===== config.mk =====
export PLATFORM = sky130hd
export DESIGN_NAME = addac_param
export DESIGN_NICKNAME = d
export VERILOG_FILES = /design/src/rtl/addac_param.sv
export SDC_FILE = /design/constraint.sdc
export NUM_CORES = 1
export LEC_CHECK = 0
export CAP_MARGIN = 0
export CORE_MARGIN = 1.5
export CORE_UTILIZATION = 52
export DETAILED_ROUTE_END_ITERATION = 8
export PLACE_DENSITY = 0.78
export SYNTH_ARGS = -nofsm -noshare
export SYNTH_HDL_FRONTEND = slang
export SYNTH_SLANG_ARGS = --single-unit
export TNS_END_PERCENT = 20

===== constraint.sdc =====
create_clock -name clk -period 2.7 [get_ports clk]
set_input_delay 0.54 -clock clk [delete_from_list [all_inputs] [get_ports clk]]
set_output_delay 0.54 -clock clk [all_outputs]
set_load 0.005 [all_outputs]

===== src/rtl/addac_param.sv =====
// rtl/addac_param.sv - WIDTH-generic accumulator ALU with LOAD/ADD/SUB/MAC
//
// Purpose:
//   Holds a WIDTH-bit accumulator. Ops arrive through a valid/ready handshake.
//   LOAD, ADD and SUB finish at the accept edge. MAC runs a shift-add multiply
//   over WIDTH cycles and then adds the truncated product in one more cycle.
//   Build option: define ADDAC_SAT_EN to clamp the accumulator on signed
//   overflow. By default the accumulator wraps in two's complement.
//
// Ports:
//   clk        in   system clock, rising edge
//   rst        in   synchronous reset, active-high
//   in_valid   in   op/a/b are valid this cycle
//   in_ready   out  block can accept an op this cycle
//   op         in   00 LOAD, 01 ADD, 10 SUB, 11 MAC
//   a          in   operand A
//   b          in   operand B (MAC only)
//   acc_out    out  accumulator register
//   out_valid  out  one-cycle pulse when acc_out/flags hold a new result
//   carry      out  carry-out of the last add/sub (SUB: 1 = no borrow)
//   ovf        out  signed overflow of the last add/sub/MAC add
//   zero       out  acc_out == 0
module addac_param #(
  parameter int WIDTH = 4
) (
  input  logic             clk,
  input  logic             rst,
  input  logic             in_valid,
  output logic             in_ready,
  input  logic [1:0]       op,
  input  logic [WIDTH-1:0] a,
  input  logic [WIDTH-1:0] b,
  output logic [WIDTH-1:0] acc_out,
  output logic             out_valid,
  output logic             carry,
  output logic             ovf,
  output logic             zero
);

  localparam int CW = $clog2(WIDTH);

  localparam logic [1:0] OP_LOAD = 2'b00;
  localparam logic [1:0] OP_SUB  = 2'b10;
  localparam logic [1:0] OP_MAC  = 2'b11;

  typedef enum logic [1:0] {
    S_IDLE = 2'd0,
    S_MUL  = 2'd1,
    S_ACC  = 2'd2
  } state_t;

  state_t state, state_nxt;

  logic [WIDTH-1:0] a_q, b_q, prod;
  logic [CW-1:0]    cnt;
  logic             mul_last;

  logic             accept;
  logic             acc_we;
  logic             is_load;
  logic             mac_start;

  logic [WIDTH-1:0] add_y;
  logic             add_cin;
  logic [WIDTH:0]   sum;
  logic             sum_ovf;
  logic [WIDTH-1:0] result;

  // in_ready is forced low during reset so nothing is accepted while rst is high.
  assign in_ready = (state == S_IDLE) && !rst;
  assign accept   = in_valid && in_ready;
  assign zero     = (acc_out == '0);
  assign mul_last = (cnt == CW'(WIDTH - 1));

  // Next-state and datapath control.
  always_comb begin
    state_nxt = state;
    acc_we    = 1'b0;
    is_load   = 1'b0;
    mac_start = 1'b0;
    add_y     = a;
    add_cin   = 1'b0;
    case (state)
      S_IDLE: begin
        // SUB is acc + ~a + 1 so the same adder and flag logic serve both.
        if (op == OP_SUB) begin
          add_y   = ~a;
          add_cin = 1'b1;
        end
        if (accept) begin
          if (op == OP_MAC) begin
            mac_start = 1'b1;
            state_nxt = S_MUL;
          end else begin
            acc_we  = 1'b1;
            is_load = (op == OP_LOAD);
          end
        end
      end
      S_MUL: begin
        if (mul_last) state_nxt = S_ACC;
      end
      S_ACC: begin
        add_y     = prod;
        acc_we    = 1'b1;
        state_nxt = S_IDLE;
      end
      default: state_nxt = S_IDLE;
    endcase
  end

  // One shared WIDTH+1 bit adder; the top bit is the carry-out.
  assign sum     = {1'b0, acc_out} + {1'b0, add_y} + {{WIDTH{1'b0}}, add_cin};
  assign sum_ovf = (acc_out[WIDTH-1] == add_y[WIDTH-1]) &&
                   (sum[WIDTH-1] != acc_out[WIDTH-1]);

`ifdef ADDAC_SAT_EN
  // Overflow only happens when both operands share a sign, so the
  // accumulator's sign tells which rail to clamp to.
  always_comb begin
    result = sum[WIDTH-1:0];
    if (sum_ovf) begin
      if (acc_out[WIDTH-1]) result = {1'b1, {(WIDTH-1){1'b0}}};
      else                  result = {1'b0, {(WIDTH-1){1'b1}}};
    end
  end
`else
  assign result = sum[WIDTH-1:0];
`endif

  always_ff @(posedge clk) begin
    if (rst) begin
      state     <= S_IDLE;
      acc_out   <= '0;
      carry     <= 1'b0;
      ovf       <= 1'b0;
      out_valid <= 1'b0;
      a_q       <= '0;
      b_q       <= '0;
      prod      <= '0;
      cnt       <= '0;
    end else begin
      state     <= state_nxt;
      out_valid <= acc_we;

      if (acc_we) begin
        if (is_load) begin
          acc_out <= a;
          carry   <= 1'b0;
          ovf     <= 1'b0;
        end else begin
          acc_out <= result;
          carry   <= sum[WIDTH];
          ovf     <= sum_ovf;
        end
      end

      if (mac_start) begin
        a_q  <= a;
        b_q  <= b;
        prod <= '0;
        cnt  <= '0;
      end else if (state == S_MUL) begin
        // Shift-add multiply; bits above WIDTH fall off the product.
        if (b_q[cnt]) prod <= prod + (a_q << cnt);
        cnt <= mul_last ? '0 : cnt + CW'(1);
      end
    end
  end

endmodule


==> impl_metrics.tcl <==
set metrics [dict create \
    status "complete, no violations" \
    fin_nets 207 \
    avgRoutedWirePerCell_um 14.91 \
    firstDrtPassIters 4 \
    grt_pass1_wl_um 5043 \
    yosys_warnings 0 \
    vias_per_cell 5.577 \
    period_share 0.9789 \
    pwr-share-comb 0.244 \
    drc_errors 0 \
    hp-class "register to register" \
    regToRegSetupSlack_ns 0.33 \
    p_int_mw 0.5010 \
    drtIter0Drc 17 \
    crit_path_start_kind "primary input" \
    numPortBuffers 21 \
    min_period_ns 2.643 \
    root_buffer "clkbuf_4" \
    busiest_layer "met2" \
    netlist_area_sq_um 1379 \
    worstHoldStart "carry" \
    p_per_area_nw_per_um2 398.3 \
    use_met2 0.4197 \
    finalMaxSlewViolations 0 \
    io_pins 22 \
    avgSynthCellArea_sq_um 8.953 \
    layout-drive-gt1-share 0.1694 \
    start_util 0.5516 \
    synth_cell_types 37 \
    antenna_found_initial 0 \
    fp.coreArea_sq_um 2500 \
    setup_violations 0 \
    clock_path_buffers 2 \
    gp_congestion 0.8026 \
    ant_nets 0 \
    grtUsageMet1 0.3041 \
    cts_tree "done" \
    holdPathStages 2 \
    p_clk_frac 0.230 \
    rows 18 \
    synth-seq-area-share 0.3339 \
    synth_edf_count 0 \
    ys_async_sr_fraction 0 \
    utilization 0.6947 \
    die_area_sq_um 2970 \
    grt_pass1_vias 1118 \
    n_fill_cell 204 \
    path_clk_slew_ns 0.12 \
    rr_startpoint "state[0]" \
    synthMuxAreaShare 0.1397 \
    rr_worst_depth 9 \
    synth_xor_area_frac 0.03176 \
    skew_ns 0.0006175 \
    fp.dieW_um 54.50 \
    design_area_sq_um 1737 \
    finalHoldViolCount 0 \
    fin_tns_setup_ns 0 \
    vias 1188 \
    worstSetupPathType "primary input to register" \
    area_growth_pct 25.95 \
    reg2reg_to "acc_out[3]" \
    htreeDepth 1 \
    crit_arrival_ns 2.88 \
    synthAdderAreaFrac 0.1071 \
    grtUsageMet3 0.03552 \
    finalWirelength_um 3175 \
    worst_pin_slew_ns 0.6281 \
    cts_buffers 3 \
    clock_latency_ns 0.30 \
    cts.sinks 23 \
    power_frac_seq 0.527 \
    synth_top_family_by_area "simple AND/OR/NAND/NOR gates" \
    synthSimpleGateAreaFrac 0.1996 \
    p_leak_nw 0.7726 \
    min_to "carry" \
    p_sw_mw 0.1908 \
    synthFlopType "dfxtp_1" \
    placed_area_sq_um 1654 \
    relSlewSlack 0.5800 \
    crit_fanout 5 \
    antennaDiodeCount 0 \
    syn_nets 177 \
    switching_share 0.2758 \
    max-cap-violations 0 \
    grt_start_max_net_pins 20 \
    clock.fmax_ghz 0.3784 \
    dpl.hpwl_um 2325 \
    worstSetupEndpointType "register" \
    synth_compound_area_frac 0.1397 \
    gr-usage-all-layers 0.2408 \
    die_h_um 54.50 \
    syn_inst 154 \
    ys_seq_elements 23 \
    overflow 0 \
    cp_data_required_time_ns 2.94 \
    irDropWorstVdd_uv 330.8 \
]
==> worst max path at each step <==
stage	from	to	slack, ns
floorplan	op[0]	acc_out[2]	0.18
global placement	op[1]	acc_out[3]	-0.37
detailed placement	op[1]	acc_out[2]	-0.44
CTS	op[1]	acc_out[3]	-0.001
global route	op[0]	acc_out[3]	-0.03
finish	op[0]	acc_out[3]	0.06
==> cells in the mapped netlist (3+ instances only) <==
cell type	n	share of area
or2_2	3	0.014
dfxtp_1	23	0.33
inv_1	5	0.014
mux2i_1	17	0.12
a21oi_1	15	0.054
nor2_1	24	0.065
fa_1	3	0.044
o21ai_0	5	0.018
nand2_1	9	0.024
xnor2_1	3	0.019
ha_1	7	0.064
a21o_1	3	0.016
nor2b_1	3	0.014
a211oi_1	3	0.016
==> cell families after synthesis <==
kind of cell    after synthesis
compound gates               32
xor+xnor                      5
fa+ha+maj                    10
buf+inv                      12
flops                        23
mux                          18
simple gates                 54
==> state kept, by name (all words and copies together), names as in the netlist <==
signal,cells
out_valid,1
state,2
a_q,4
acc_out,4
b_q,4
prod,4
ovf,1
cnt,2
carry,1
==> cell usage in the layout (no fill, tap or decap), types with 2 or more instances in the layout <==
cell type,netlist,layout
clkbuf_4,0,3
nor2_2,1,2
o21ai_0,5,4
xnor2_1,3,3
clkdlybuf4s50_1,0,20
nand2b_4,2,2
fa_2,0,2
nor2b_1,3,2
dfxtp_1,23,23
a21oi_1,15,13
nor2_1,24,22
a21oi_2,0,2
a21o_1,3,3
ha_1,7,7
nand2_1,9,9
a211oi_2,0,2
xor2_1,2,2
o211ai_1,2,2
or2_2,3,3
mux2i_1,17,17
nor3_1,2,2
buf_4,1,10
nor3b_1,2,2
inv_1,5,5
==> critical path: stages <==
cell	delay (ns)
clkdlybuf4s50_1	0.44
buf_4	0.17
nor2b_4	0.12
o21bai_1	0.09
nand2_1	0.07
o21ai_1	0.08
fa_2	0.38
buf_4	0.14
a21o_1	0.19
a21oi_2	0.20
xnor2_1	0.13
mux2i_1	0.10
a211oi_2	0.23
==> final cells by class <==
type	instances	area, sq um	share of cell area
tap	30	37.54	0.02161
sequential	23	460.4	0.2651
clock buffer	4	26.28	0.01513
timing repair buffer	32	299.0	0.1722
inverter	5	18.77	0.01081
multi-input combinational	119	894.6	0.5151
==> layer usage <==
layer,share of wire,vias to the layer above,wire length (um)
met1,0.45,572,1439
met3,0.024,2,75
met2,0.52,19,1639
met5,0,-,0
li1,-,595,-
met4,0.0063,0,20
==> repair_timing <==
item                                   in CTS  in global routing
endpoints found under the hold margin       0                  0
hold buffers                                0                  0
setup endpoints to repair                   3                  5
buffers inserted                            0                  1
pin swaps                                   4                  8
resized for setup                           4                 11
==> power groups by stage <==
stage	sequential (mW)	combinational [mW]	clock (mW)
after floorplan	0.365	0.0918	0
after global placement	0.371	0.149	0
after detailed placement	0.371	0.154	0
after CTS	0.364	0.158	0.163
after global routing	0.366	0.184	0.175
final	0.364	0.169	0.159
==> through the flow <==
| stage | hold WS, ns | power (mW) | instances | worst slack [ns] |
|---|---|---|---|---|
| 2_1_floorplan | 0.4483 | 0.4566 | 154 | 0.1764 |
| 6_report | 0.4793 | 0.6918 | 213 | 0.05696 |
| 4_1_cts | 0.4785 | 0.6849 | 212 | -0.001442 |
| 3_3_place_gp | 0.4428 | 0.5193 | 208 | -0.3665 |
| 5_1_grt | 0.5232 | 0.7249 | 213 | -0.02651 |
| 3_5_place_dp | 0.4577 | 0.5258 | 208 | -0.4433 |
Note: power is estimated with default switching activity, not from simulation.
